==> src/rtl/mem_responder_pkg.sv <==
// Shared coherence-bus types for the memory-side responder: bus commands,
// request/response messages, pending-request record and responder FSM states.
package mem_responder_pkg;

    localparam int XLEN        = 32;
    localparam int LINE_BITS   = 256;
    localparam int OFFSET_BITS = $clog2(LINE_BITS / 8);
    localparam int SRC_W       = 4;
    localparam int MEM_ID      = 15;

    localparam logic [XLEN-1:0] OFFSET_MASK = XLEN'((LINE_BITS / 8) - 1);

    typedef enum logic [1:0] {
        BUS_RD   = 2'd0,
        BUS_RDX  = 2'd1,
        BUS_UPGR = 2'd2,
        BUS_WB   = 2'd3
    } bus_cmd_t;

    typedef struct packed {
        logic                 valid;
        logic [SRC_W-1:0]     src_id;
        bus_cmd_t             cmd;
        logic [XLEN-1:0]      addr;
        logic [LINE_BITS-1:0] data;
    } req_msg_t;

    typedef struct packed {
        logic                 valid;
        logic [SRC_W-1:0]     src_id;
        logic [SRC_W-1:0]     dst_id;
        logic [XLEN-1:0]      addr;
        logic [LINE_BITS-1:0] data;
    } resp_msg_t;

    typedef struct packed {
        bus_cmd_t             cmd;
        logic [SRC_W-1:0]     src_id;
        logic [XLEN-1:0]      addr;
        logic [LINE_BITS-1:0] data;
    } pend_t;

    typedef enum logic [2:0] {
        ST_IDLE   = 3'd0,
        ST_SNOOP  = 3'd1,
        ST_MEM_RD = 3'd2,
        ST_MEM_WR = 3'd3,
        ST_ARB    = 3'd4,
        ST_SEND   = 3'd5
    } state_t;

    function automatic logic [XLEN-1:0] line_addr(input logic [XLEN-1:0] a);
        return a & ~OFFSET_MASK;
    endfunction

endpackage

==> src/rtl/mem_responder_fifo.sv <==
// In-order pending-request queue: push and pop may coincide; a push while full is dropped.
// Head is visible combinationally on dout while not empty.
module req_fifo #(
    parameter int WIDTH = 8,
    parameter int DEPTH = 4
) (
    input  logic                     clk,
    input  logic                     rst,
    input  logic                     push,
    input  logic [WIDTH-1:0]         din,
    input  logic                     pop,
    output logic [WIDTH-1:0]         dout,
    output logic                     full,
    output logic                     empty,
    output logic [$clog2(DEPTH):0]   count
);

    localparam int AW = $clog2(DEPTH);

    logic [WIDTH-1:0] mem_q [DEPTH];
    logic [WIDTH-1:0] mem_d [DEPTH];
    logic [AW-1:0]    wr_ptr_q, wr_ptr_d;
    logic [AW-1:0]    rd_ptr_q, rd_ptr_d;
    logic [AW:0]      count_q, count_d;
    logic             push_ok, pop_ok;

    assign full  = (count_q == (AW+1)'(DEPTH));
    assign empty = (count_q == '0);
    assign dout  = mem_q[rd_ptr_q];
    assign count = count_q;

    always_comb begin
        push_ok  = push && !full;
        pop_ok   = pop && !empty;
        mem_d    = mem_q;
        wr_ptr_d = wr_ptr_q;
        rd_ptr_d = rd_ptr_q;
        if (push_ok) begin
            mem_d[wr_ptr_q] = din;
            wr_ptr_d        = wr_ptr_q + 1'b1;
        end
        if (pop_ok) begin
            rd_ptr_d = rd_ptr_q + 1'b1;
        end
        count_d = count_q + (AW+1)'(push_ok) - (AW+1)'(pop_ok);
    end

    always_ff @(posedge clk or negedge rst) begin
        if (!rst) begin
            mem_q    <= '{default: '0};
            wr_ptr_q <= '0;
            rd_ptr_q <= '0;
            count_q  <= '0;
        end else begin
            mem_q    <= mem_d;
            wr_ptr_q <= wr_ptr_d;
            rd_ptr_q <= rd_ptr_d;
            count_q  <= count_d;
        end
    end

endmodule

==> src/rtl/mem_responder.sv <==
// Memory-side responder: queues bus requests, waits a snoop window for a peer to supply
// the line, else reads memory and sends the response; write-backs go straight to memory.
module mem_responder
    import mem_responder_pkg::*;
#(
    parameter int ID           = MEM_ID,
    parameter int QDEPTH       = 4,
    parameter int SNOOP_CYCLES = 3
) (
    input  logic                 clk,
    input  logic                 rst,
    input  req_msg_t             req_bus_msg,
    input  resp_msg_t            resp_bus_msg,
    output resp_msg_t            resp_bus_tx,
    output logic                 resp_bus_req,
    input  logic                 resp_bus_gnt,
    output logic                 resp_bus_busy,
    output logic [XLEN-1:0]      dfp_addr,
    output logic                 dfp_read,
    output logic                 dfp_write,
    output logic [LINE_BITS-1:0] dfp_wdata,
    input  logic [LINE_BITS-1:0] dfp_rdata,
    input  logic                 dfp_resp,
    output logic                 queue_full
);

    localparam int PEND_W = $bits(pend_t);

    pend_t                   push_ent, head, hold_q, hold_d;
    logic [PEND_W-1:0]       fifo_dout;
    logic                    fifo_push, fifo_pop, fifo_full, fifo_empty;
    logic [$clog2(QDEPTH):0] fifo_count;

    state_t                  state_q, state_d;
    logic [3:0]              cnt_q, cnt_d;
    logic [LINE_BITS-1:0]    line_q, line_d;
    logic                    overflow_q, overflow_d;
    resp_msg_t               tx_q, tx_d;
    logic                    req_q, req_d, rd_q, rd_d, wr_q, wr_d;
    logic [XLEN-1:0]         addr_q, addr_d;
    logic [LINE_BITS-1:0]    wdata_q, wdata_d;
    logic                    peer_hit;
    logic                    unused_bits;

    assign fifo_push = req_bus_msg.valid && (req_bus_msg.cmd != BUS_UPGR);
    assign push_ent  = '{cmd: req_bus_msg.cmd, src_id: req_bus_msg.src_id,
                         addr: line_addr(req_bus_msg.addr), data: req_bus_msg.data};
    assign fifo_pop  = (state_q == ST_IDLE) && !fifo_empty;
    assign head      = pend_t'(fifo_dout);

    req_fifo #(
        .WIDTH (PEND_W),
        .DEPTH (QDEPTH)
    ) u_fifo (
        .clk   (clk),
        .rst   (rst),
        .push  (fifo_push),
        .din   (push_ent),
        .pop   (fifo_pop),
        .dout  (fifo_dout),
        .full  (fifo_full),
        .empty (fifo_empty),
        .count (fifo_count)
    );

    // Our own responses carry src_id == ID and must never cancel the held request.
    assign peer_hit = resp_bus_msg.valid && (resp_bus_msg.src_id != SRC_W'(ID)) &&
                      (resp_bus_msg.addr[XLEN-1:OFFSET_BITS] == hold_q.addr[XLEN-1:OFFSET_BITS]);

    always_comb begin
        state_d    = state_q;
        hold_d     = hold_q;
        line_d     = line_q;
        cnt_d      = cnt_q;
        overflow_d = overflow_q | (fifo_push && fifo_full);

        case (state_q)
            ST_IDLE: begin
                if (!fifo_empty) begin
                    hold_d = head;
                    if (head.cmd == BUS_WB) begin
                        state_d = ST_MEM_WR;
                    end else begin
                        state_d = ST_SNOOP;
                        cnt_d   = 4'(SNOOP_CYCLES);
                    end
                end
            end
            ST_SNOOP: begin
                cnt_d = cnt_q - 1'b1;
                if (peer_hit) begin
                    state_d = ST_IDLE;
                end else if (cnt_q == 4'd1) begin
                    state_d = ST_MEM_RD;
                end
            end
            ST_MEM_RD: begin
                if (dfp_resp) begin
                    line_d  = dfp_rdata;
                    state_d = ST_ARB;
                end
            end
            ST_MEM_WR: begin
                if (dfp_resp) begin
                    state_d = ST_IDLE;
                end
            end
            ST_ARB: begin
                if (peer_hit) begin
                    state_d = ST_IDLE;
                end else if (resp_bus_gnt) begin
                    state_d = ST_SEND;
                end
            end
            ST_SEND: state_d = ST_IDLE;
            default: state_d = ST_IDLE;
        endcase

        // Outputs are decoded from the next state so they register alongside it.
        req_d   = (state_d == ST_ARB);
        rd_d    = (state_d == ST_MEM_RD);
        wr_d    = (state_d == ST_MEM_WR);
        addr_d  = (rd_d || wr_d) ? hold_d.addr : '0;
        wdata_d = wr_d ? hold_d.data : '0;
        tx_d    = '0;
        if (state_d == ST_SEND) begin
            tx_d = '{valid: 1'b1, src_id: SRC_W'(ID), dst_id: hold_d.src_id,
                     addr: hold_d.addr, data: line_d};
        end
    end

    always_ff @(posedge clk or negedge rst) begin
        if (!rst) begin
            state_q    <= ST_IDLE;
            hold_q     <= '0;
            line_q     <= '0;
            cnt_q      <= '0;
            overflow_q <= 1'b0;
            tx_q       <= '0;
            req_q      <= 1'b0;
            rd_q       <= 1'b0;
            wr_q       <= 1'b0;
            addr_q     <= '0;
            wdata_q    <= '0;
        end else begin
            state_q    <= state_d;
            hold_q     <= hold_d;
            line_q     <= line_d;
            cnt_q      <= cnt_d;
            overflow_q <= overflow_d;
            tx_q       <= tx_d;
            req_q      <= req_d;
            rd_q       <= rd_d;
            wr_q       <= wr_d;
            addr_q     <= addr_d;
            wdata_q    <= wdata_d;
        end
    end

    assign resp_bus_tx   = tx_q;
    assign resp_bus_busy = tx_q.valid;
    assign resp_bus_req  = req_q;
    assign dfp_read      = rd_q;
    assign dfp_write     = wr_q;
    assign dfp_addr      = addr_q;
    assign dfp_wdata     = wdata_q;
    assign queue_full    = fifo_full;

    assign unused_bits = ^{resp_bus_msg.dst_id, resp_bus_msg.data,
                           resp_bus_msg.addr[OFFSET_BITS-1:0], fifo_count};

endmodule

==> config.mk <==
export PLATFORM = sky130hd
export DESIGN_NAME = mem_responder
export DESIGN_NICKNAME = d
export VERILOG_FILES = /design/src/rtl/mem_responder_pkg.sv /design/src/rtl/mem_responder_fifo.sv /design/src/rtl/mem_responder.sv
export SDC_FILE = /design/constraint.sdc
export NUM_CORES = 2
export LEC_CHECK = 0
export BUFFER_PORTS_ARGS = -buffer_cell sky130_fd_sc_hd__buf_2
export CORE_AREA = 2 2 570 572
export DETAILED_ROUTE_END_ITERATION = 6
export DIE_AREA = 0 0 572 574
export GPL_TIMING_DRIVEN = 0
export PLACE_DENSITY = 0.52
export SLEW_MARGIN = 15
export SYNTH_ARGS = -nofsm -noshare
export SYNTH_HDL_FRONTEND = slang
export SYNTH_SLANG_ARGS = --single-unit
export TNS_END_PERCENT = 10
==> constraint.sdc <==
create_clock -name clk -period 2.99 [get_ports clk]
set_input_delay 0.4485 -clock clk [delete_from_list [all_inputs] [get_ports clk]]
set_output_delay 0.4485 -clock clk [all_outputs]
set_load 0.01 [all_outputs]
# Word level (Yosys, flattened, before mapping)
# Index checks and enable logic that the tools add are counted.
# totals
register_bits	2326
in_bits	852
output_inout_bits	590
word_cells	88
# classes
add_sub_neg	5
order_cmp	3
n_eq_ne	16
n_mux	25
bitwise	2
n_reduce_logical	14
# ops
cell	n
1176-bit bitwise mux	1
294-bit 2-to-1 mux	3
256-bit 2-to-1 mux	3
294-bit binary-select mux with 2-bit select	1
294-bit demux with 2-bit select	1
292-bit 2-to-1 mux	2
297-bit 2-to-1 mux	1
32-bit 2-to-1 mux	1
27-bit == test	1
3-bit 2-to-1 mux	7
3-bit case mux with 5 select lines	1
3-bit by 2-bit == test with 1-bit output, second input constant	4
3-bit == test, second input constant	4
4-bit 2-to-1 mux	2
4-bit case mux with 2 select lines	1
1-bit logical AND	7
3-bit greater-or-equal comparator, second input constant	2
3-bit zero test	2
2-bit != test, second input constant	3
2-bit inverter with 3-bit output	2
2-bit by 1-bit adder with 2-bit output, second input constant	2
4-bit by 1-bit == test with 1-bit output, second input constant	1
4-bit != test, second input constant	1
4-bit by 1-bit subtractor with 4-bit output, second input constant	1
10 further kinds	11

# Logic depth before layout (Yosys ltp)
# depth
word_depth	11
depth_mapped	13
mapped_depth_nobuf	10

# By module
# Synthesis repeated with hierarchy kept, for this count alone.
# hier_totals
hier_cells	10202
hier_area_um2	120170.3
# by_module_without_submodules
mod	instances	cells_per_inst	area_per_inst_um2	seq_area_each_um2
req_fifo	1	7325	79035.8	29603.4
mem_responder	1	2877	41134.5	28502.3

# Worst setup path before layout
# Ideal clock, no wire load.
# synth_path
path_kind	reg2reg
start	reg state_q[2]
end	reg u_fifo.count_q[2], in the netlist u_fifo.count[2]
setup_ps	123
arrival_ps	2599
required_ps	2867
slack_ps	269
path_stages_with_launch	14
path_buffers	3
synth_period_minus_slack_ps	2721
path_cell_list	dfrtp_1 clkbuf_1 nor2_1 nand3_1 inv_1 buf_2 clkbuf_1 ha_1 inv_1 ha_1 inv_1 fa_1 xnor2_1 xnor2_1
# synth_via
elab_chain_cells	4
# synth_rtl
item	line	text
start, declared	mem_responder.sv:34	state_t state_q, state_d;
start signal, assigned	mem_responder.sv:146	state_q <= state_d;
3-bit zero test	mem_responder.sv:48	assign fifo_pop = (state_q == ST_IDLE) && !fifo_empty;
1-bit logical AND	mem_responder.sv:48	
1-bit logical AND	mem_responder_fifo.sv:34	pop_ok = pop && !empty;
named net u_fifo.pop_ok	mem_responder_fifo.sv:25	logic push_ok, pop_ok;
3-bit by 1-bit subtractor with 3-bit output	mem_responder_fifo.sv:45	count_d = count_q + (AW+1)'(push_ok) - (AW+1)'(pop_ok);
named net u_fifo.count_d[2]	mem_responder_fifo.sv:24	logic [AW:0] count_q, count_d;
end signal, assigned	mem_responder_fifo.sv:58	count_q <= count_d;
end, declared	mem_responder_fifo.sv:24	
# The timed path passes the listed nets, and every way through them passes these cells.
# A chain may end at the register's enable or synchronous reset.

# Worst setup path in the final report
# layout_path
start	reg u_fifo.count_q[1], in the netlist u_fifo.count[1]
end	reg u_fifo.mem_q[227] (netlist name)
# layout_via
elab_chain_cells	3
# layout_rtl
item	line	text
3-bit == test	mem_responder_fifo.sv:27	assign full = (count_q == (AW+1)'(DEPTH));
1-bit zero test	mem_responder_fifo.sv:33	push_ok = push && !full;
1-bit logical AND	mem_responder_fifo.sv:33	
named net u_fifo.push_ok	mem_responder_fifo.sv:25	
end signal, assigned	mem_responder_fifo.sv:55	mem_q <= mem_d;
end, declared	mem_responder_fifo.sv:20	logic [WIDTH-1:0] mem_q [DEPTH];
# The timed path passes the listed nets, and every way through them passes these cells.

==> impl_metrics.env <==
export IMPL_clock_tree_htree_level_count=5
export IMPL_max_clock_freq_mhz=330
export IMPL_hold_start="resp_bus_gnt"
export IMPL_rows=209
export IMPL_path_clk_slew_ns=0.05
export IMPL_antenna_left=0
export IMPL_detail_route_first_pass_iterations=7
export IMPL_globalplace_congestion=0.939
export IMPL_synthTopCellsByArea="sky130_fd_sc_hd__dfrtp_1 64%, sky130_fd_sc_hd__mux2_2 14%, sky130_fd_sc_hd__mux4_2 7.2%"
export IMPL_grt_pass1_wl_mm=497
export IMPL_maxSlewViolCount=0
export IMPL_final_net_count=9452
export IMPL_ios=1442
export IMPL_count_of_input_and_output_buffers=1171
export IMPL_violations="DRC, setup timing"
export IMPL_grtUsageMet3=0.0491
export IMPL_final_worst_clock_skew_ns=0.0509
export IMPL_cts_root_to_sink_buffers=4
export IMPL_reg2reg_from="u_fifo.count[1]"
export IMPL_tritoncts_num_buffers=275
export IMPL_stdcell_count=13243
export IMPL_cp_required_ns=3.75
export IMPL_setup_ws_ns=-0.0413
export IMPL_ir_worst_vdd_uv=533
export IMPL_via_count_of_the_first_global_routing_pass=67302
export IMPL_r2r_end="u_fifo.mem_q[227]"
export IMPL_commonest_cells_in_the_netlist="2302 x sky130_fd_sc_hd__dfrtp_1, 1573 x sky130_fd_sc_hd__nand2_1, 1157 x sky130_fd_sc_hd__mux2_2"
export IMPL_fin_crit_sh=1.01
export IMPL_setup_violations=108
export IMPL_tightest_slew_ns=1.09
export IMPL_cap_violations=0
export IMPL_placed_cells_incl_taps=12059
export IMPL_hpwlAfterDp_mm=259
export IMPL_path_class="reg2reg"
export IMPL_nFillCells=31316
export IMPL_timing_critical_path_slowest_stage_cell="sky130_fd_sc_hd__nor3b_2"
export IMPL_min_path_type="in2reg"
export IMPL_synth_cell_type_count=38
export IMPL_mappedNetlistNets=7397
export IMPL_vias_per_cell=4.78
export IMPL_clkLatencyLatePin_ns=0.89
export IMPL_cp_data_arrival_time_ns=3.79
export IMPL_post_synth_top_count_cell="sky130_fd_sc_hd__dfrtp_1"
export IMPL_global_route_peak_usage_layer="met2"
export IMPL_grt_max_degree=146
export IMPL_worst_hold_slack_ns=0.230
export IMPL_critPathMaxStageDelay_ns=0.46
export IMPL_area_fraction_of_the_dominant_cell_type_after_synthesis=0.636
export IMPL_total_routed_wirelength_mm=352
export IMPL_crit_fanout=10
export IMPL_ys_seq_area_frac=0.636
export IMPL_path_cells="nor3b_2, nor2_2, nand2_4, clkbuf_2, buf_16, buf_2, mux2_2"
export IMPL_critPathLaunchType="register"
export IMPL_routedWlPerCell_um=26.6
export IMPL_drt_iter0_drc=5029
export IMPL_timing_hold_worst_path_depth=5
export IMPL_outcome="finished with violations"
export IMPL_clock_tree_root_cell="sky130_fd_sc_hd__clkbuf_16"
export IMPL_die_area_sq_um=328000
export IMPL_vias=63313
export IMPL_synth_async_sr_flop_share=1.00
export IMPL_yosys_register_bits=2302
export IMPL_cts_tree="yes"
export IMPL_global_route_usage_met2=0.339
export IMPL_antenna_found_initial=165
export IMPL_timing_hold_worst_endpoint="resp_bus_req"
export IMPL_core_sq_um=323000
export IMPL_chipHeight_um=574
export IMPL_syn_inst=6536
export IMPL_grt_ovfl_total=0
export IMPL_power_density_nw_per_um2=1120
export IMPL_die_width_um=572
export IMPL_rsz0062_at_grt="true"
export IMPL_post_synth_top_area_cell="sky130_fd_sc_hd__dfrtp_1"
export IMPL_reg2reg_slack_ns=-0.04
export IMPL_syn_area_per_cell_sq_um=13.9
export IMPL_hold_violations=0
export IMPL_grt_use_total=0.210
export IMPL_worst_reg2reg_path_depth=7
export IMPL_final_layout_size_suffix_gt1_frac=0.392
export IMPL_synth_edff_count=0
export IMPL_cts_num_sinks=2302
export IMPL_start_util=0.281
export IMPL_crit_path_end_kind="register"
export IMPL_worst_slew_margin_rel=0.271
export IMPL_synth_flop_cell="sky130_fd_sc_hd__dfrtp_1"
export IMPL_post_synth_instance_area_sq_um=90600
export IMPL_final_min_clock_period_ns=3.03
export IMPL_use_met1=0.253
export IMPL_yosysWarningCount=0
export IMPL_power_leakage_nw=56.3
export IMPL_drc=211
export IMPL_areaGrowthSynthToFinish_pct=31.6
layer usage:
layer / wire [um] / part of all wire
met2: 166000 / 0.47
met5: 456 / 0.0013
met1: 138000 / 0.39
met4: 23500 / 0.067
met3: 23800 / 0.068
logic make-up after synthesis:
| logic type | share of synthesized area |
|---|---|
| flip-flops | 0.636 |
| AND/OR/NAND/NOR | 0.0692 |
| multiplexers | 0.218 |
| AO/OA/AOI/OAI | 0.0458 |
| buffers and inverters | 0.0265 |
| XOR/XNOR | 0.00329 |
| adder cells (fa/ha/maj) | 0.00133 |
report_power, final:
part	switching [mW]	leakage, nW	internal, mW
Sequential	5.71	29.0	44.3
Combinational	26.8	22.7	21.3
Clock	14.1	4.65	21.2
layout by cell type, fill, tap and decap left out, types with 227 or more instances in the layout:
master,n
sky130_fd_sc_hd__clkbuf_16,282
sky130_fd_sc_hd__dfrtp_1,2301
sky130_fd_sc_hd__mux2_2,1157
sky130_fd_sc_hd__dlygate4sd3_1,551
sky130_fd_sc_hd__mux4_2,288
sky130_fd_sc_hd__buf_2,1306
sky130_fd_sc_hd__nand2_1,1568
sky130_fd_sc_hd__clkbuf_1,227
sky130_fd_sc_hd__a222oi_1,256
sky130_fd_sc_hd__a21oi_1,285
how the worst max path moves through the flow:
stage | endpoint | slack [ns] | from
floorplan | u_fifo.count[2] | 0.27 | state_q[2]
global placement | resp_bus_tx[29] | -49.83 | rst
detailed placement | dfp_addr[9] | -2.50 | resp_bus_msg[282]
CTS | u_fifo.mem_q[850] | -0.18 | u_fifo.count[1]
global route | u_fifo.mem_q[222] | -0.14 | u_fifo.count[1]
finish | u_fifo.mem_q[227] | -0.04 | u_fifo.count[1]
per-stage QoR:
stage / util / setup TNS, ns / setup slack [ns] / instance area [sq um] / power [mW]
finish: 0.370 / -1.42 / -0.0413 / 119000 / 133
global route: 0.369 / -29.53 / -0.140 / 119000 / 141
CTS: 0.368 / -47.61 / -0.183 / 119000 / 135
detailed placement: 0.318 / -2394.22 / -2.50 / 103000 / 96.9
global placement: 0.316 / - / -49.83 / 102000 / 95.1
floorplan: - / 0 / 0.269 / 90600 / 78.5
state kept, by name, indices dropped and copies added, names as in the netlist:
register         flops
cnt_q                4
u_fifo.count         3
state_q              3
dfp_addr            32
line_q             256
dfp_read             1
resp_bus_req         1
dfp_write            1
u_fifo.rd_ptr_q      2
resp_bus_tx        293
hold_q             292
u_fifo.wr_ptr_q      2
dfp_wdata          256
u_fifo.mem_q      1156
what timing repair did:
item,in CTS,in global routing
gates resized for setup,152,53
cloned,5,1
endpoints found under the hold margin,1951,0
pin swaps,15,6
endpoints found under the setup margin,2277,848
buffers inserted,16,0
hold buffers,560,0
critical path: cells and delay by family, from the launching register on:
| kind | cells | cell delay (ns) |
|---|---|---|
| AND/OR/NAND/NOR | 3 | 1.14 |
| buffers and inverters | 3 | 0.92 |
| flip-flops | 1 | 0.44 |
| multiplexers | 1 | 0.38 |
cell type report:
class                           count  area [sq um]  share of cell area
Antenna cell                      115           288             0.00241
Buffer                            464          2580              0.0217
Clock buffer                      377          7910              0.0663
Clock inverter                    112          1620              0.0136
Inverter                           46           173             0.00145
Multi-Input combinational cell   3722         31000               0.260
Sequential cell                  2302         57600               0.483
Tap cell                         4325          5410              0.0454
Timing Repair Buffer             1780         12700               0.106
(Power assumes the default switching activity.)
